<file path="config.mk">
export PLATFORM = sky130hd
export DESIGN_NAME = gray_step_tracker
export DESIGN_NICKNAME = d
export VERILOG_FILES = /design/src/rtl/gray_step_tracker.sv
export SDC_FILE = /design/constraint.sdc
export NUM_CORES = 1
export LEC_CHECK = 0
export CORE_ASPECT_RATIO = 1.5
export CORE_MARGIN = 10
export CORE_UTILIZATION = 45
export DETAILED_ROUTE_END_ITERATION = 10
export PLACE_DENSITY = 0.67
export SLEW_MARGIN = 20
export SYNTH_ARGS = -nofsm -noshare
export SYNTH_HDL_FRONTEND = slang
export SYNTH_SLANG_ARGS = --single-unit
</file>
<file path="constraint.sdc">
create_clock -name clk -period 10.3 [get_ports clk]
set_input_delay 3.09 -clock clk [delete_from_list [all_inputs] [get_ports clk]]
set_output_delay 3.09 -clock clk [all_outputs]
set_load 0.05 [all_outputs]
</file>
<file path="src/rtl/gray_step_tracker.sv">
// gray_step_tracker: synchronises a 2-bit Gray code into the clk domain.
// Each code change is classified as a forward step, a backward step or an
// illegal double-bit jump, and a wrapping signed position count is kept.
// Illegal jumps raise a sticky fault that holds until err_clr is seen.
module gray_step_tracker #(
   parameter int CNT_W       = 16,
   parameter int SYNC_STAGES = 2
) (
   input  logic             clk,
   input  logic             rst,
   input  logic             g1,
   input  logic             g0,
   input  logic             en,
   input  logic             clr,
   input  logic             err_clr,
   output logic [CNT_W-1:0] pos,
   output logic             step_up,
   output logic             step_dn,
   output logic             err,
   output logic             fault
);

   // Enough bits to count 0..SYNC_STAGES while settling after reset.
   localparam int INIT_W = $clog2(SYNC_STAGES + 1);
   localparam logic [INIT_W-1:0] INIT_LAST = INIT_W'(SYNC_STAGES);

   typedef enum logic [1:0] {
      ST_INIT  = 2'd0,
      ST_TRACK = 2'd1,
      ST_FAULT = 2'd2
   } state_t;

   state_t               state, state_nxt;
   logic [INIT_W-1:0]    init_cnt, init_cnt_nxt;
   logic [SYNC_STAGES-1:0] sync1, sync0;
   logic                 s1, s0;
   logic [1:0]           idx, prev, delta;
   logic [CNT_W-1:0]     pos_nxt;
   logic                 step_up_nxt, step_dn_nxt, err_nxt;

   // Synchronise each Gray bit through SYNC_STAGES flops; the MSB of each
   // shift register is the oldest and therefore the settled sample.
   // NOTE: every clocked block uses non-blocking assignments so all flops
   // sample pre-edge values and the chain shifts by exactly one stage.
   always_ff @(posedge clk or posedge rst) begin
      if (rst) begin
         sync1 <= '0;
         sync0 <= '0;
      end else begin
         sync1 <= {sync1[SYNC_STAGES-2:0], g1};
         sync0 <= {sync0[SYNC_STAGES-2:0], g0};
      end
   end

   assign s1 = sync1[SYNC_STAGES-1];
   assign s0 = sync0[SYNC_STAGES-1];

   // Gray to binary: forward order 00,01,11,10 maps to idx 0,1,2,3.
   assign idx   = {s1, s1 ^ s0};
   assign delta = idx - prev;

   // State register and post-reset settle counter.
   always_ff @(posedge clk or posedge rst) begin
      if (rst) begin
         state    <= ST_INIT;
         init_cnt <= '0;
      end else begin
         state    <= state_nxt;
         init_cnt <= init_cnt_nxt;
      end
   end

   // Next-state, step classification and next position.
   // NOTE: every output of this block gets a default first, so no path
   // leaves a signal unassigned and no latch is inferred.
   always_comb begin
      state_nxt    = state;
      init_cnt_nxt = init_cnt;
      pos_nxt      = pos;
      step_up_nxt  = 1'b0;
      step_dn_nxt  = 1'b0;
      err_nxt      = 1'b0;

      case (state)
         ST_INIT: begin
            // Let the synchroniser flush whatever code sat on the pins.
            if (init_cnt == INIT_LAST) state_nxt = ST_TRACK;
            else                       init_cnt_nxt = init_cnt + INIT_W'(1);
         end
         ST_TRACK: begin
            if (en) begin
               case (delta)
                  2'd1: begin
                     step_up_nxt = 1'b1;
                     pos_nxt     = pos + CNT_W'(1);
                  end
                  2'd3: begin
                     step_dn_nxt = 1'b1;
                     pos_nxt     = pos - CNT_W'(1);
                  end
                  2'd2: begin
                     err_nxt   = 1'b1;
                     state_nxt = ST_FAULT;
                  end
                  default: ;
               endcase
            end
         end
         ST_FAULT: begin
            // prev keeps tracking here, so returning to TRACK is clean.
            if (err_clr) state_nxt = ST_TRACK;
         end
         default: state_nxt = ST_INIT;
      endcase

      // Clear wins over any step counted in the same cycle.
      if (clr) pos_nxt = '0;
   end

   // Registered position, last accepted index and one-cycle strobes.
   always_ff @(posedge clk or posedge rst) begin
      if (rst) begin
         prev    <= 2'd0;
         pos     <= '0;
         step_up <= 1'b0;
         step_dn <= 1'b0;
         err     <= 1'b0;
      end else begin
         prev    <= idx;
         pos     <= pos_nxt;
         step_up <= step_up_nxt;
         step_dn <= step_dn_nxt;
         err     <= err_nxt;
      end
   end

   assign fault = (state == ST_FAULT);

endmodule

</file>
==> key figures, run 1 <==
Global route
  • Gr usage total: 12.9%
  • GR Overflow Total: 0
  • First-pass GRT wire length: 7560 um
  • Initial antenna violation count: 0
  • Vias in the first global route: 1609
  • Largest net degree at the start of global routing: 30

Finish
  • Final Cell Area: 0.00213 mm2
  • Area growth, synth to finish: 19.9%
  • Diodes inserted: 0
  • FF/Latch Area: 726 um2
  • Final Util: 56.8%
  • Share of cells above drive strength 1: 8.41%
  • Multi-input logic area: 972 um2
  • Layout Nets: 225
  • Filler cell count: 342

Clock tree
  • Root Driver: clkbuf_8
  • Max Root-Sink Buffers: 2
  • Skew-Pair Late Insertion Delay: 0.28 ns
  • Clock sink total: 29
  • Htree depth: 2
  • Cts hold-fix bufs: 0
  • Post-cts resize count: 0
  • Number of post-CTS setup repair buffers: 0
  • CTS buffer count: 5
  • CTS tree: done
  • Clock slew seen by the registers of the worst setup and hold paths: 0.07 ns

Floorplan
  • Number of cell rows: 27
  • Placeable Area: 0.00375 mm2
  • Die footprint: 0.00691 mm2
  • DIE WIDTH: 71.3 um
  • Io pins: 27
  • Initial Util: 47.3%
  • Height of the die: 96.9 um

Worst setup path
  • Data required time of the worst path: 10.44 ns
  • Startpoint types: input port
  • Critical Path End Type: register
  • CP Class: input port to register
  • CP Max Fanout: 19
  • Critical Path AT: 5.21 ns

Logic synthesis
  • Distinct cells, synth: 52
  • Post-Syn Area: 0.00178 mm2
  • Synth Register Bits: 29
  • Syn Area/Cell: 9.34 um2
  • Post-synthesis adder-cell area fraction: 3.52%
  • Most used DFF post-synth: dfrtp_1
  • Top cell type's share of synthesized area: 40.9%
  • Top post-synthesis cells by area: dfrtp_1 41%, nor2_1 3.8%, ha_1 3.5%, xnor2_1 3.5%, or3_1 2.8%
  • Sequential share of the synthesized area: 40.9%
  • Synth Area in XOR/XNOR: 8.10%
  • Largest family of logic cells by synthesized area: simple AND/OR/NAND/NOR gates
  • Simple-gate share of the synthesized area: 25.3%
  • Post-Synthesis Cells: 190
  • Synth warn: 0
  • EDFF count, synth: 0
  • Compound-Gate Fraction of Synth Area: 15.4%
  • Area leader, netlist: dfrtp_1
  • Multiplexer area fraction after synthesis: 2.40%
  • Async set or reset register ratio after synthesis: 100%
  • Post-Syn Nets: 202

Timing
  • # setup viols final: 0
  • Least-Margin Pin Slew: 0.889 ns
  • Slew Limit Fails: 0
  • Minimum clock period: 5.06 ns
  • Setup_tns: 0 ns
  • Setup Skew: 0.00497 ns
  • Max Freq: 0.198 GHz
  • Hold slack final: 0.354 ns
  • Final period util: 49.1%
  • Relative slew slack: 40.6%
  • Final Hold Viols: 0
  • RSZ-0062 raised after global routing: false

Power and ir drop
  • Final Power: 0.000395 W
  • Pint: 0.000236 W
  • Clock share of power: 23.3%
  • Peak supply drop: 0.109 mV
  • Combinational share of power: 39.6%
  • Sw power: 0.000159 W
  • Sequential power share: 37.1%
  • Sw frac: 40.3%
  • Power Density: 186 mW/mm2
  • Lkg Pwr: 0.907 nW

Placement
  • Dpl cell area: 0.00204 mm2
  • Port buffer count: 26
  • Dpl hpwl: 3210 um
  • GPL Wtd Cong: 0.902

Run
  • Max_cap viols: 0

Routing
  • DR iter-0 viols: 73
  • DRT Pass-1 Iters: 4
  • Post-route ant nets: 0
  • Number of vias per cell: 6.16
  • Via count: 1582
  • WL/cell: 16.9 um
  • DRC: 0
  • Drt total wl: 4350 um

Worst hold path
  • Min-Delay Path Class: register to register

Outcome
  • Status: finished, final reports clean
-- synthesized netlist by cell type, drive strengths merged, types with 2 or more instances --
cell type and instances:
o21ai 10, nand4 4, o21a 2, nand3 7, a21oi 9, clkbuf 6, inv 7, a21o 2
a211oi 3, xor2 4, mux2i 2, or4 5, or3 8, xnor2 7, a2111oi 3, or2 2
ha 5, nor3 7, and4 2, nor4 7, nor2 18, a31oi 2, mux2 2, nor2b 4
dfrtp 29, nor3b 3, nand2 9, buf 4
-- critical path, cell delays in order --
cell and delay, ns:
clkdlybuf4s50_1 0.50, nand4bb_1 0.67, nor4_1 0.52, mux2i_1 0.15
xnor2_1 0.14, nor2b_1 0.13
-- per-layer routing --
layer,GRT usage [%],wire length (um)
met5,0,0
met4,7.28,122
met3,4.18,338
met2,22.1,2250
met1,13.2,1640
-- state kept, by name, indices dropped and copies added, names as in the netlist --
signal / flops
step_up: 1
err: 1
sync0: 2
init_cnt: 2
pos: 16
sync1: 2
state: 2
prev: 2
step_dn: 1
-- power by group through the flow --
stage	Clock (W)	Combinational, W	Sequential [W]
floorplan	0	0.0000943	0.000169
global placement	0	0.000154	0.000148
detailed placement	0	0.000157	0.000149
CTS	0.0000954	0.000158	0.000147
global route	0.0000990	0.000172	0.000149
finish	0.0000923	0.000157	0.000147
-- worst paths after layout --
kind	start	end	slack, ns	cells after the start
worst max-delay path	en	pos[9]	5.24	6
worst min-delay path	sync1[0]	sync1[1]	0.35	0
worst max register to register	sync1[1]	pos[10]	6.72	11
worst min register to register	sync1[0]	sync1[1]	0.35	0
max in group asynchronous	rst	pos[4]	6.71	2
min in group asynchronous	rst	pos[8]	3.19	2
-- layout make-up --
| type | count | area share, % |
|---|---|---|
| sequential | 29 | 34.1 |
| tap | 43 | 2.53 |
| clock buffer | 5 | 3.23 |
| clock inverter | 3 | 0.823 |
| multi-input combinational | 143 | 45.7 |
| timing repair buffer | 26 | 12.2 |
| inverter | 8 | 1.41 |
-- cell usage in the layout (no fill, tap or decap), drive strengths merged, types with 3 or more instances in the layout --
cell,synthesis,layout
a21oi,9,9
or4,5,5
o21ai,10,10
nand4,4,4
nor4,7,7
nor2b,4,4
xor2,4,4
clkbuf,6,5
nor2,18,18
nor3b,3,3
clkinv,1,3
xnor2,7,7
or3,8,8
nand3,7,7
dfrtp,29,29
a211oi,3,3
inv,7,7
nand2,9,9
clkdlybuf4s50,0,26
a2111oi,3,3
ha,5,5
nor3,7,7
-- per-stage QoR --
step           setup slack [ns]  instances
6_report                   5.24        257
5_1_grt                    5.09        257
4_1_cts                    5.23        257
3_5_place_dp               4.93        249
3_3_place_gp               5.02        249
2_1_floorplan              6.08        190
-- cell families after synthesis --
| family | after synthesis |
|---|---|
| fa+ha+maj | 5 |
| xor+xnor | 13 |
| flops | 29 |
| mux | 4 |
| compound gates | 40 |
| simple gates | 81 |
| buf+inv | 18 |
No activity file was read; power rests on OpenSTA's default activity.
==> inputs of run 2 (changes only) <==
==> constraint.sdc (replaced) <==
create_clock -name clk -period 5.1 [get_ports clk]
set_input_delay 1.53 -clock clk [delete_from_list [all_inputs] [get_ports clk]]
set_output_delay 1.53 -clock clk [all_outputs]
set_load 0.05 [all_outputs]
==> key figures, run 2 (synthesized netlist as in run 1, its figures left out) <==
Run
  • Max_cap viols: 0

Clock tree
  • Max Root-Sink Buffers: 2
  • Post-cts resize count: 0
  • Htree depth: 2
  • Cts hold-fix bufs: 0
  • Number of post-CTS setup repair buffers: 0
  • Clock sink total: 29
  • CTS buffer count: 5
  • Clock slew seen by the registers of the worst setup and hold paths: 0.07 ns
  • Root Driver: clkbuf_8
  • Skew-Pair Late Insertion Delay: 0.28 ns
  • CTS tree: done

Global route
  • Global Route met2 Usage: 21.7%
  • Busiest layer in global routing: met2
  • GR Overflow Total: 0
  • Initial antenna violation count: 0
  • First-pass GRT wire length: 7580 um
  • M1 GR Usage: 14.4%
  • GRT met3 Usage: 4.18%
  • Gr usage total: 13.0%
  • Vias in the first global route: 1521
  • Largest net degree at the start of global routing: 30

Worst setup path
  • Slowest stage delay, CP: 0.46 ns
  • Reg2Reg Launch Point: sync1[1]
  • Critical Path End Type: register
  • CP Max Fanout: 11
  • Crit-path cells: xnor2_1, ha_1, inv_2, nand2_2, xnor2_1, ha_1, or3_1, or3_1, or3_1, a21oi_1, mux2_1
  • Critical Path AT: 3.80 ns
  • Crit path max-delay cell type: ha_1
  • Most frequent CP cell: or3_1
  • Reg2reg end: pos[10]
  • Startpoint types: register
  • CP Class: register to register
  • Register-to-register setup slack: 1.47 ns
  • Data required time of the worst path: 5.27 ns
  • R2R cell count: 11

Finish
  • Most frequent cells in the layout: 29 x dfrtp_1, 26 x clkdlybuf4s50_1, 18 x nor2_1
  • Diodes inserted: 0
  • Most common cell after layout, fill and taps aside: dfrtp_1
  • Final Util: 56.8%
  • Max FFs per register: 16
  • Layout Nets: 225
  • Area growth, synth to finish: 19.9%
  • Share of cells above drive strength 1: 8.41%
  • Biggest register: pos

Timing
  • Final period util: 71.3%
  • RSZ-0062 raised after global routing: false
  • Max Freq: 0.275 GHz
  • Least-Margin Pin Slew: 0.870 ns
  • Minimum clock period: 3.63 ns
  • Setup_tns: 0 ns
  • Setup Skew: 0.00532 ns
  • Min setup slack post-route: 1.47 ns
  • Hold slack final: 0.349 ns
  • Slew Limit Fails: 0
  • # setup viols final: 0
  • Final Hold Viols: 0
  • Relative slew slack: 41.7%

Routing
  • Drt total wl: 4340 um
  • WL/cell: 16.9 um
  • DRT Pass-1 Iters: 4
  • Via count: 1546
  • Number of vias per cell: 6.02
  • DR iter-0 viols: 63
  • DRC: 0
  • Post-route ant nets: 0

Placement
  • Dpl hpwl: 3150 um
  • Pre-CTS worst setup slack: 1.28 ns
  • GPL Wtd Cong: 0.892
  • Port buffer count: 26

Floorplan
  • Io pins: 27
  • Number of cell rows: 27
  • Placeable Area: 0.00375 mm2
  • Die footprint: 0.00691 mm2
  • DIE WIDTH: 71.3 um
  • Initial Util: 47.3%
  • Height of the die: 96.9 um

Worst hold path
  • Hold Startpoint: sync1[0]
  • Hold path cells: 0
  • Min-Delay Path Class: register to register
  • Worst Hold Endpoint: sync1[1]

Power and ir drop
  • Power Density: 375 mW/mm2
  • Lkg Pwr: 0.907 nW
  • Peak supply drop: 0.217 mV

Outcome
  • Status: finished, final reports clean
[run 2: cell counts in the layout (fill, tap and decap cells not counted)]
Identical to the previous run, type by type.
[run 2: power by group]
part | switching (W) | total (W) | internal, W | leakage [nW]
sequential | 0.0000355 | 0.000297 | 0.000262 | 0.383
clock | 0.0000937 | 0.000188 | 0.0000939 | 0.0439
combinational | 0.000192 | 0.000313 | 0.000121 | 0.481
[run 2: worst max-delay path: cells and delay by family (launching register included)]
family          cells  cell delay (ns)
simple gates        4             1.28
fa+ha+maj           2             0.72
flops               1             0.42
mux                 1             0.36
xor+xnor            2             0.31
compound gates      1             0.24
buf+inv             1             0.19
[run 2: layout make-up]
cell class                 count  area [um2]
inverter                       8        30.0
tap                           43        53.8
sequential                    29         726
fill                         336        1620
timing repair buffer          26         260
clock buffer                   5        68.8
multi-input combinational    143         972
clock inverter                 3        17.5
[run 2: per-stage QoR]
stage / std cells / power (W) / area [um2]
6_report: 257 / 0.000798 / 2130
5_1_grt: 257 / 0.000854 / 2130
4_1_cts: 257 / 0.000805 / 2130
3_5_place_dp: 249 / 0.000614 / 2040
3_3_place_gp: 249 / 0.000607 / 2040
2_1_floorplan: 190 / 0.000531 / 1780
[run 2: per-layer routing]
layer	vias up	share of wire (%)
met5	-	0
met4	0	1.6
li1	748	-
met1	742	41
met2	48	51
met3	8	6.1
[run 2: worst max path at each step]
stage,from,endpoint,slack [ns]
after floorplan,sync1[1],pos[10],1.81
after global placement,en,pos[9],1.37
after detailed placement,en,pos[9],1.28
after CTS,sync1[1],pos[10],1.46
after global routing,sync1[1],pos[10],1.23
final,sync1[1],pos[10],1.47
